File: src/rtl/f1_delay_ctrl_if.sv
// ============================================================================
//  Module   : f1_delay_ctrl_if
//  Purpose  : Signal bundle between the start-lights FSM and the F1 random
//             delay controller.
//  Signals  : cmd_seq     - lights-sequence request (FSM -> controller)
//             cmd_delay   - lights-out / delay request (FSM -> controller)
//             btn         - synchronised driver button, active-high
//             en          - one-cycle tick stepping the lights FSM
//             time_out    - one-cycle pulse at the end of the random delay
//             busy        - random delay in progress
//             delay_val   - delay length K (ticks) of the last captured delay
//             jump_start  - one-cycle pulse on an early button press
//  Modports : master (requester / testbench side), slave (controller side)
//  Revision : 1.0 - initial release
// ============================================================================
`default_nettype none

interface f1_delay_ctrl_if;
    logic       cmd_seq;
    logic       cmd_delay;
    logic       btn;
    logic       en;
    logic       time_out;
    logic       busy;
    logic [6:0] delay_val;
    logic       jump_start;

    modport master (
        output cmd_seq, cmd_delay, btn,
        input  en, time_out, busy, delay_val, jump_start
    );

    modport slave (
        input  cmd_seq, cmd_delay, btn,
        output en, time_out, busy, delay_val, jump_start
    );
endinterface

`default_nettype wire

File: src/rtl/f1_delay_ctrl.sv
// ============================================================================
//  Module   : f1_delay_ctrl
//  Purpose  : Tick generator and pseudo-random lights-out delay for an F1
//             start-lights controller. A free-running 7-bit LFSR supplies the
//             delay length K (1..127 ticks); a prescaler divides clk by
//             TICK_DIV to form the tick.
//  Params   : TICK_DIV - clock cycles per tick (2..65535)
//             SEED     - LFSR reset value, must be nonzero
//  Ports    : clk      - clock, rising edge
//             rst      - asynchronous reset, active-low
//             bus      - f1_delay_ctrl_if.slave (cmd_seq, cmd_delay, btn in;
//                        en, time_out, busy, delay_val, jump_start out)
//  Options  : F1_JUMP_START_EN - when defined, a button press during the
//             delay pulses jump_start and cancels the delay. When undefined
//             the button is ignored and jump_start stays 0.
//  Revision : 1.0 - initial release
// ============================================================================
`default_nettype none

module f1_delay_ctrl #(
    parameter int unsigned TICK_DIV = 16,
    parameter logic [6:0]  SEED     = 7'h5A
) (
    input  wire logic      clk,
    input  wire logic      rst,
    f1_delay_ctrl_if.slave bus
);

    localparam logic [15:0] c_presc_max = 16'(TICK_DIV - 1);

    typedef enum logic [0:0] {
        S_IDLE  = 1'b0,
        S_COUNT = 1'b1
    } state_t;

    state_t      r_state;
    logic [6:0]  r_lfsr;
    logic [15:0] r_presc;
    logic [6:0]  r_cnt;
    logic [6:0]  r_delay_val;
    logic        r_cmd_delay_q;
    logic        r_en;
    logic        r_time_out;
    logic        r_jump_start;

    logic        w_presc_run;
    logic        w_tick;
    logic        w_capture;
    logic        w_jump;

    // Prescaler only runs while the lights sequence is stepping or a delay
    // is being timed; otherwise it parks at 0 so the next run starts clean.
    assign w_presc_run = bus.cmd_seq || (r_state == S_COUNT);
    assign w_tick      = w_presc_run && (r_presc == c_presc_max);

    // cmd_delay_q resets to 1, so a request already high out of reset is
    // not mistaken for a rising edge.
    assign w_capture   = (r_state == S_IDLE) && !bus.cmd_seq &&
                         bus.cmd_delay && !r_cmd_delay_q;

`ifdef F1_JUMP_START_EN
    assign w_jump = bus.btn;
`else
    logic w_unused_btn;
    assign w_unused_btn = bus.btn;
    assign w_jump       = 1'b0;
`endif

    always_ff @(posedge clk or negedge rst) begin
        if (!rst) begin
            r_state       <= S_IDLE;
            r_lfsr        <= SEED;
            r_presc       <= '0;
            r_cnt         <= '0;
            r_delay_val   <= '0;
            r_cmd_delay_q <= 1'b1;
            r_en          <= 1'b0;
            r_time_out    <= 1'b0;
            r_jump_start  <= 1'b0;
        end else begin
            // x^7 + x^6 + 1: maximal length, never leaves the nonzero cycle
            r_lfsr        <= {r_lfsr[5:0], r_lfsr[6] ^ r_lfsr[5]};
            r_cmd_delay_q <= bus.cmd_delay;
            r_en          <= w_tick && bus.cmd_seq;
            r_time_out    <= 1'b0;
            r_jump_start  <= 1'b0;

            if (!w_presc_run || w_tick) begin
                r_presc <= '0;
            end else begin
                r_presc <= r_presc + 16'd1;
            end

            case (r_state)
                S_IDLE: begin
                    if (w_capture) begin
                        r_state     <= S_COUNT;
                        r_cnt       <= r_lfsr;
                        r_delay_val <= r_lfsr;
                        r_presc     <= '0;
                    end
                end

                S_COUNT: begin
                    // Priority: sequence abort, then jump start, then tick.
                    if (bus.cmd_seq) begin
                        r_state <= S_IDLE;
                    end else if (w_jump) begin
                        r_jump_start <= 1'b1;
                        r_state      <= S_IDLE;
                    end else if (w_tick) begin
                        if (r_cnt > 7'd1) begin
                            r_cnt <= r_cnt - 7'd1;
                        end else begin
                            r_time_out <= 1'b1;
                            r_state    <= S_IDLE;
                        end
                    end
                end

                default: begin
                    r_state <= S_IDLE;
                end
            endcase
        end
    end

    assign bus.en         = r_en;
    assign bus.time_out   = r_time_out;
    assign bus.busy       = (r_state == S_COUNT);
    assign bus.delay_val  = r_delay_val;
    assign bus.jump_start = r_jump_start;

endmodule

`default_nettype wire

File: src/flat_wrapper.sv
// flat-port wrapper written by rule: the top's interface ports become plain ports
module f1_delay_ctrl_flat 
#(
    parameter int unsigned TICK_DIV = 16,
    parameter logic [6:0]  SEED     = 7'h5A
)
  (clk, rst, bus_cmd_seq, bus_cmd_delay, bus_btn, bus_en, bus_time_out, bus_busy, bus_delay_val, bus_jump_start);
  f1_delay_ctrl_if bus_i ();
  input  wire logic clk;
  input  wire logic rst;
  input wire logic [$bits(bus_i.cmd_seq)-1:0] bus_cmd_seq;
  input wire logic [$bits(bus_i.cmd_delay)-1:0] bus_cmd_delay;
  input wire logic [$bits(bus_i.btn)-1:0] bus_btn;
  output wire logic [$bits(bus_i.en)-1:0] bus_en;
  output wire logic [$bits(bus_i.time_out)-1:0] bus_time_out;
  output wire logic [$bits(bus_i.busy)-1:0] bus_busy;
  output wire logic [$bits(bus_i.delay_val)-1:0] bus_delay_val;
  output wire logic [$bits(bus_i.jump_start)-1:0] bus_jump_start;
  assign bus_i.cmd_seq = bus_cmd_seq;
  assign bus_i.cmd_delay = bus_cmd_delay;
  assign bus_i.btn = bus_btn;
  assign bus_en = bus_i.en;
  assign bus_time_out = bus_i.time_out;
  assign bus_busy = bus_i.busy;
  assign bus_delay_val = bus_i.delay_val;
  assign bus_jump_start = bus_i.jump_start;
  f1_delay_ctrl #(.TICK_DIV(TICK_DIV), .SEED(SEED)) u_core (.clk(clk), .rst(rst), .bus(bus_i));
endmodule
File: config.mk
export PLATFORM = sky130hd
export DESIGN_NAME = f1_delay_ctrl_flat
export DESIGN_NICKNAME = d
export VERILOG_FILES = /design/src/rtl/f1_delay_ctrl_if.sv /design/src/rtl/f1_delay_ctrl.sv /design/src/flat_wrapper.sv
export SDC_FILE = /design/constraint.sdc
export NUM_CORES = 1
export LEC_CHECK = 0
export BUFFER_PORTS_ARGS = -buffer_cell sky130_fd_sc_hd__buf_2
export CAP_MARGIN = 20
export CORE_MARGIN = 1.5
export CORE_UTILIZATION = 30
export DETAILED_ROUTE_END_ITERATION = 8
export HOLD_SLACK_MARGIN = 0.15
export PLACE_DENSITY_LB_ADDON = 0.08
export SYNTH_ARGS = -nofsm -noshare
export SYNTH_HDL_FRONTEND = slang
export SYNTH_SLANG_ARGS = --single-unit
File: constraint.sdc
create_clock -name clk -period 2.5 [get_ports clk]
set_input_delay 0.375 -clock clk [delete_from_list [all_inputs] [get_ports clk]]
set_output_delay 0.375 -clock clk [all_outputs]
set_load 0.01 [all_outputs]
* After elaboration in Yosys (flattened, before gate mapping)
Cells that the tools add are included.
** Storage, ports and cells
- Flip-flop bits (word level) :: 41
- Input bits :: 5
** Cells by class
- Add/sub/neg operators :: 2
- Order comparisons :: 1
- Equality and inequality tests :: 5
- Mux-type cells :: 17
- Bitwise operators :: 2
- Reduce and logical (&&, ||, !) cells :: 12
** Operators with widths (number)
- two-way mux 16 bit :: 3
- two-way mux 7 bit :: 4
- adder 16 x 1 -> 16 bit, second input constant :: 1
- equality test 16 x 4 -> 1 bit, second input constant :: 1
- case mux 7 bit (2 select lines) :: 1
- two-way mux 1 bit :: 8
- > comparator 7 x 1 -> 1 bit, second input constant :: 1
- subtractor 7 x 1 -> 7 bit, second input constant :: 1
- != test 2 bit, second input constant :: 3
- logical AND 1 bit :: 5
- AND reduction 4 bit :: 1
- zero test 1 bit :: 3
- logical OR 1 bit :: 2
- != test 2 x 1 -> 1 bit, second input constant :: 1
- case mux 1 bit (2 select lines) :: 1
- AND reduction 2 bit :: 1
- NOT 1 bit :: 1
- bitwise XOR 1 bit :: 1

* Logic depth before layout (Yosys ltp)
Gate-level depths: netlist (run 1).
- Word-level depth :: 6
- Depth in mapped cells :: 6
- Gate-level depth less buffers :: 6

* Worst setup path after synthesis (run 1)
No wires, ideal clock.
- Path kind :: reg-to-reg
- From :: register u_core.r_cnt[4]
- To :: register u_core.r_cnt[0]
- Arrival time :: 1937 ps
- Data required time :: 2375 ps
- Setup slack :: 438 ps
- Cell stages (with the launch flop) :: 5
- Path buffers :: 0
- Period minus slack after synthesis :: 2062 ps
- Path through :: dfrtp_1 -> or4_1 -> or3_4 -> a31oi_1 -> mux2_2
** Between the ends
- Word-level cells in the longest chain between the ends :: 3
** Ends and longest elaborated chain
- from (decl) :: RTL line f1_delay_ctrl.sv:39 : logic [6:0] r_cnt;
- from (signal assigned) :: RTL line f1_delay_ctrl.sv:98 : r_cnt <= r_lfsr;
- from (signal assigned) :: RTL line f1_delay_ctrl.sv:113 : r_cnt <= r_cnt - 7'd1;
- > comparator 7 x 1 -> 1 bit :: RTL line f1_delay_ctrl.sv:112 : if (r_cnt > 7'd1) begin
- != test 2 bit (no source line)
- AND reduction 4 bit (no source line)
Every way passes these cells.
A chain may end at the register's enable or synchronous reset.

* Worst setup path after layout (run 1)
- From :: register u_core.r_cnt[4]
- To :: register u_core.r_cnt[1]
Same word-level chain as after synthesis.

==> results.sh, run 1 <==
export IMPL_initial_core_util_pct=30.9
export IMPL_die_w_um=83.9
export IMPL_critPathBufInv=0
export IMPL_setup_viol=0
export IMPL_hold_ws_ps=189
export IMPL_crit_path_max_incr_delay_ps=570
export IMPL_critical_path_top_delay_family="simple AND/OR/NAND/NOR gates"
export IMPL_yosysUniqueCellTypes=45
export IMPL_place_area_um2=2120
export IMPL_ant_nets=0
export IMPL_cts_resized=0
export IMPL_ys_warn_count=0
export IMPL_hold_violations=0
export IMPL_holdBufCountCts=0
export IMPL_row_count=29
export IMPL_cts_made_buffers=5
export IMPL_finalSetupTns_ps=0
export IMPL_area_growth_pct=14.2
export IMPL_drive_gt1_share_pct=21.8
export IMPL_totalWireLength_um=3890
export IMPL_crit_path_cell_trace="or4_1 > or3_4 > a31oi_1 > mux2_2"
export IMPL_critPathCaptureType="register"
export IMPL_placeableCoreArea_um2=6350
export IMPL_regArea_um2=1030
export IMPL_clock_path_buffers=2
export IMPL_synth_edf_count=0
export IMPL_syn_cell_area_um2=1960
export IMPL_routedWlPerCell_um=13.9
export IMPL_min_delay_path_depth=1
export IMPL_drc=0
export IMPL_final_nets=209
export IMPL_crit_cells=4
export IMPL_cp_arrival_ps=2410
export IMPL_final_max_slew_viol_count=0
export IMPL_ys_seq_area_share_pct=52.6
export IMPL_root_buffer="clkbuf_8"
export IMPL_fin_crit_ps=2230
export IMPL_clk_latency_ps=290
export IMPL_antenna_found_initial=0
export IMPL_syn_num_nets=190
export IMPL_grtUsageTotal_pct=12.0
export IMPL_instances_no_fill=279
export IMPL_h_tree_depth=2
export IMPL_antenna_cells=0
export IMPL_ir_worst_vdd_uv=270
export IMPL_cp_slowest_cell="or4_1"
export IMPL_die_y_um=83.9
export IMPL_grt_pass1_vias=1408
export IMPL_fin_area_um2=2240
export IMPL_totalPowerFinal_mw=1.44
export IMPL_drt_iter0_markers=56
export IMPL_dp_slack_ps=288
export IMPL_status="complete, no violations"
export IMPL_rsz0062_at_grt="false"
export IMPL_p_leak_nw=1.03
export IMPL_hp_class="input pin to register"
export IMPL_max_slew_margin_rel_pct=40.1
export IMPL_max_freq_ghz=0.448
export IMPL_viasPerCell=5.00
export IMPL_cp_required_ps=2680
export IMPL_maxCapViolCount=0
export IMPL_startpoint_type="register"
export IMPL_ys_ff_latch=41
export IMPL_dp_cells=271
export IMPL_path_max_fanout=8
export IMPL_power_density_nw_per_um2=641
export IMPL_grt_overflow_total=0
export IMPL_boundaryPins=16
export IMPL_skew_ps=3.60
export IMPL_syn_inst=182
export IMPL_worstSetupPathType="register to register"
export IMPL_grt_pass1_wl_um=6640
export IMPL_synth_ff_type="dfrtp_1"
export IMPL_die_area_um2=7030
export IMPL_syn_area_per_cell_um2=10.8
export IMPL_setup_ws_ps=269
export IMPL_io_buffers=13
export IMPL_via_count=1395
export IMPL_clk_pin_slew_ps=80
export IMPL_routabilityCongestion=0.779
export IMPL_grt_max_degree=42
export IMPL_nFillCells=630
export IMPL_post_cts_buffers=0
export IMPL_fin_crit_sh_pct=89.2
export IMPL_tightest_slew_ps=898
export IMPL_ys_async_sr_fraction_pct=100
export IMPL_ff2ff_path_depth=4
export IMPL_drt_first_pass_iters=5
export IMPL_utilization_pct=35.3
export IMPL_cts_tree="yes"
export IMPL_multi_input_comb_area_um2=881
export IMPL_cts_sinks=41
export IMPL_hpwl_um=2780
==> placed cells by master, fill, tap and decap left out, types with 5 or more instances in the layout <==
master / instances
or4_1: 5
nor3_1: 8
xor2_1: 5
dfstp_2: 5
mux2i_1: 5
nand2_1: 22
nor2_1: 16
buf_2: 13
dfrtp_1: 36
mux2_2: 5
xnor2_1: 9
inv_1: 5
nand3_1: 9
clkbuf_8: 6
==> per-layer routing <==
layer / global-route usage, % / share of wire [%] / wire length, um / vias to the layer above
met5: 0 / 0 / 0 / -
met4: 5.22 / 1.0 / 40 / 0
met3: 2.97 / 2.5 / 97 / 4
met2: 19.9 / 51 / 1980 / 13
met1: 14.8 / 46 / 1770 / 692
li1: - / - / - / 686
==> logic make-up (layout without fill, tap and decap cells) <==
| logic type | after synthesis | after routing | synth area share [%] |
|---|---|---|---|
| simple gates | 86 | 86 | 24.2 |
| flops | 41 | 41 | 52.6 |
| compound gates | 17 | 17 | 6.95 |
| xor+xnor | 14 | 14 | 6.25 |
| mux | 10 | 10 | 5.42 |
| buf+inv | 10 | 30 | 2.49 |
| fa+ha+maj | 3 | 3 | 1.91 |
| other cells | 1 | 1 | 0.191 |
==> power breakdown <==
part / switching (mW) / internal (mW) / leakage, nW
combinational: 0.0959 / 0.0718 / 0.419
sequential: 0.0264 / 0.689 / 0.548
clock: 0.226 / 0.326 / 0.0585
total: 0.349 / 1.09 / 1.03
==> synth_stat cells (all sizes together) (4+ instances only) <==
| cell | number | area [um^2] |
|---|---|---|
| dfrtp | 36 | 901 |
| dfstp | 5 | 131 |
| inv | 5 | 18.8 |
| mux2 | 5 | 56.3 |
| mux2i | 5 | 50.1 |
| nand2 | 22 | 82.6 |
| nand3 | 9 | 45.0 |
| nand4 | 4 | 25.0 |
| nor2 | 16 | 60.1 |
| nor3 | 8 | 40.0 |
| nor4 | 5 | 37.5 |
| or4 | 8 | 71.3 |
| xnor2 | 9 | 78.8 |
| xor2 | 5 | 43.8 |
==> final cells by class <==
type | count | area share [%]
Inverter | 5 | 0.838
Clock inverter | 1 | 1.34
Tap cell | 77 | 4.30
Sequential cell | 41 | 46.1
Clock buffer | 7 | 3.85
Multi-Input combinational cell | 131 | 39.3
Timing Repair Buffer | 17 | 4.25
==> flip-flops by register name, summed over array words and instances (netlist names) <==
register and flops:
u_core.bus.busy 1, u_core.bus.delay_val 7, u_core.bus.en 1, u_core.bus.time_out 1, u_core.r_cmd_delay_q 1, u_core.r_cnt 7
u_core.r_lfsr 7, u_core.r_presc 16
==> worst paths after layout <==
check,start,endpoint,slack [ps]
worst max-delay path,u_core.r_cnt[4],u_core.r_cnt[1],270
worst min-delay path,bus_cmd_delay,u_core.r_cmd_delay_q,190
worst max register to register,u_core.r_cnt[4],u_core.r_cnt[1],270
worst min register to register,u_core.r_lfsr[3],u_core.r_lfsr[4],370
max in group asynchronous,rst,u_core.r_presc[8],1740
min in group asynchronous,rst,u_core.bus.delay_val[4],200
==> worst reg2reg max path, stage by stage, from the launching register on <==
cell     delay, ps
dfrtp_1        460
or4_1          570
or3_4          420
a31oi_1        290
mux2_2         370
No activity file was read; power rests on OpenSTA's default activity.
==> run 2, diff against run 1 <==
--- a/config.mk
+++ b/config.mk
@@ -8,7 +8,7 @@
 export BUFFER_PORTS_ARGS = -buffer_cell sky130_fd_sc_hd__buf_2
 export CAP_MARGIN = 20
 export CORE_MARGIN = 1.5
-export CORE_UTILIZATION = 30
+export CORE_UTILIZATION = 58
 export DETAILED_ROUTE_END_ITERATION = 8
 export HOLD_SLACK_MARGIN = 0.15
 export PLACE_DENSITY_LB_ADDON = 0.08
==> results.sh, run 2 (synthesis results as in run 1) <==
export IMPL_final_nets=208
export IMPL_setup_viol=0
export IMPL_drive_gt1_share_pct=20.9
export IMPL_critPathCaptureType="register"
export IMPL_drc=0
export IMPL_drt_iter0_markers=60
export IMPL_final_max_slew_viol_count=0
export IMPL_h_tree_depth=2
export IMPL_ant_nets=0
export IMPL_cp_required_ps=2730
export IMPL_cts_tree="yes"
export IMPL_rsz0062_at_grt="false"
export IMPL_max_slew_margin_rel_pct=42.2
export IMPL_placeableCoreArea_um2=3130
export IMPL_regArea_um2=1030
export IMPL_via_count=1397
export IMPL_area_growth_pct=8.48
export IMPL_largest_reg_flops=16
export IMPL_hpwl_um=2460
export IMPL_grt_max_degree=42
export IMPL_clk_latency_ps=330
export IMPL_boundaryPins=16
export IMPL_startpoint_type="register"
export IMPL_fin_crit_sh_pct=90.2
export IMPL_regMostFlops="u_core.r_presc"
export IMPL_max_freq_ghz=0.443
export IMPL_viasPerCell=5.70
export IMPL_finalSetupTns_ps=0
export IMPL_final_common_cell="dfrtp_1"
export IMPL_cp_arrival_ps=2480
export IMPL_place_area_um2=2070
export IMPL_hp_class="input pin to asynchronous set/reset pin"
export IMPL_clock_path_buffers=2
export IMPL_routedWlPerCell_um=14.0
export IMPL_root_buffer="clkbuf_4"
export IMPL_row_count=20
export IMPL_mostFrequentLayoutCells="36 x dfrtp_1, 22 x nand2_1, 16 x nor2_1"
export IMPL_power_density_nw_per_um2=557
export IMPL_clk_pin_slew_ps=110
export IMPL_fin_area_um2=2130
export IMPL_antenna_found_initial=0
export IMPL_path_max_fanout=8
export IMPL_initial_core_util_pct=62.7
export IMPL_skew_ps=9.42
export IMPL_status="complete, no violations"
export IMPL_die_w_um=61.2
export IMPL_ir_worst_vdd_uv=455
export IMPL_drt_first_pass_iters=4
export IMPL_hold_violations=0
export IMPL_die_y_um=61.2
export IMPL_cts_made_buffers=5
export IMPL_tightest_slew_ps=866
export IMPL_worstSetupPathType="register to register"
export IMPL_grt_overflow_total=0
export IMPL_antenna_cells=0
export IMPL_fin_crit_ps=2250
export IMPL_p_leak_nw=0.995
export IMPL_maxCapViolCount=0
export IMPL_routabilityCongestion=0.897
export IMPL_io_buffers=13
export IMPL_multi_input_comb_area_um2=881
export IMPL_cts_sinks=41
export IMPL_nFillCells=261
export IMPL_totalWireLength_um=3430
export IMPL_grt_pass1_vias=1225
export IMPL_die_area_um2=3740
export IMPL_grt_pass1_wl_um=5490
export IMPL_grtUsageTotal_pct=20.4
export IMPL_cts_resized=0
-- run 2: changes by cell type in the layout (fill, tap and decap cells not counted) --
cell           previous run  this run
buf_4                     4         2
clkinv_2                  0         2
clkbuf_8                  6         0
clkbuf_4                  0         5
dlygate4sd3_1             0         1
bufinv_16                 1         0
-- run 2: timing repair --
action / in CTS / in global routing
setup endpoints to repair: 0 / 0
hold buffers: 1 / 0
buffers inserted: 0 / 0
hold endpoints to repair: 1 / 0
-- run 2: layout make-up --
cell class	instances	area share, %
clock buffers	6	1.94
clock inverters	2	0.470
inverters	5	0.882
multi-input cells	131	41.4
flip-flops and latches	41	48.5
well taps	44	2.59
repair buffers	16	4.23
-- run 2: stage by stage --
| stage | std cells | utilization, % | power, mW | setup slack (ps) | hold slack [ps] |
|---|---|---|---|---|---|
| after floorplan | 182 | - | 0.845 | 438 | 79.4 |
| after global placement | 236 | 66.1 | 0.884 | 310 | 357 |
| after detailed placement | 236 | 66.1 | 0.893 | 282 | 357 |
| after CTS | 245 | 68.0 | 1.20 | 264 | 170 |
| after global routing | 245 | 68.0 | 1.25 | 177 | 188 |
| final | 245 | 68.0 | 1.19 | 245 | 141 |
-- run 2: worst paths after layout --
| check | start | endpoint | slack, ps | cells after the start |
|---|---|---|---|---|
| worst max-delay path | u_core.r_cnt[4] | u_core.r_cnt[1] | 250 | 4 |
| worst max register to register | u_core.r_cnt[4] | u_core.r_cnt[1] | 250 | 4 |
| worst min-delay path | rst | u_core.r_presc[6] | 140 | 1 |
| worst min register to register | u_core.r_lfsr[3] | u_core.r_lfsr[4] | 370 | 0 |
| max in group asynchronous | rst | u_core.r_lfsr[0] | 1810 | 1 |
| min in group clk | u_core.r_lfsr[3] | u_core.r_lfsr[4] | 370 | 0 |
-- run 2: worst max-delay path: stages (launching register included) --
cell	delay, ps
dfrtp_1	470
or4_1	570
or3_4	420
a31oi_1	330
mux2_2	370
-- run 2: per-layer routing --
layer	global-route usage, %	vias up	wire [um]
met5	0	-	0
met4	6.52	0	20
met3	5.04	2	162
met2	32.1	34	1540
met1	28.0	671	1710
li1	-	690	-
-- run 2: power breakdown --
| group | internal [mW] | switching, mW |
|---|---|---|
| Combinational | 0.0712 | 0.0894 |
| Clock | 0.107 | 0.197 |
| Sequential | 0.689 | 0.0309 |
| Total | 0.868 | 0.317 |
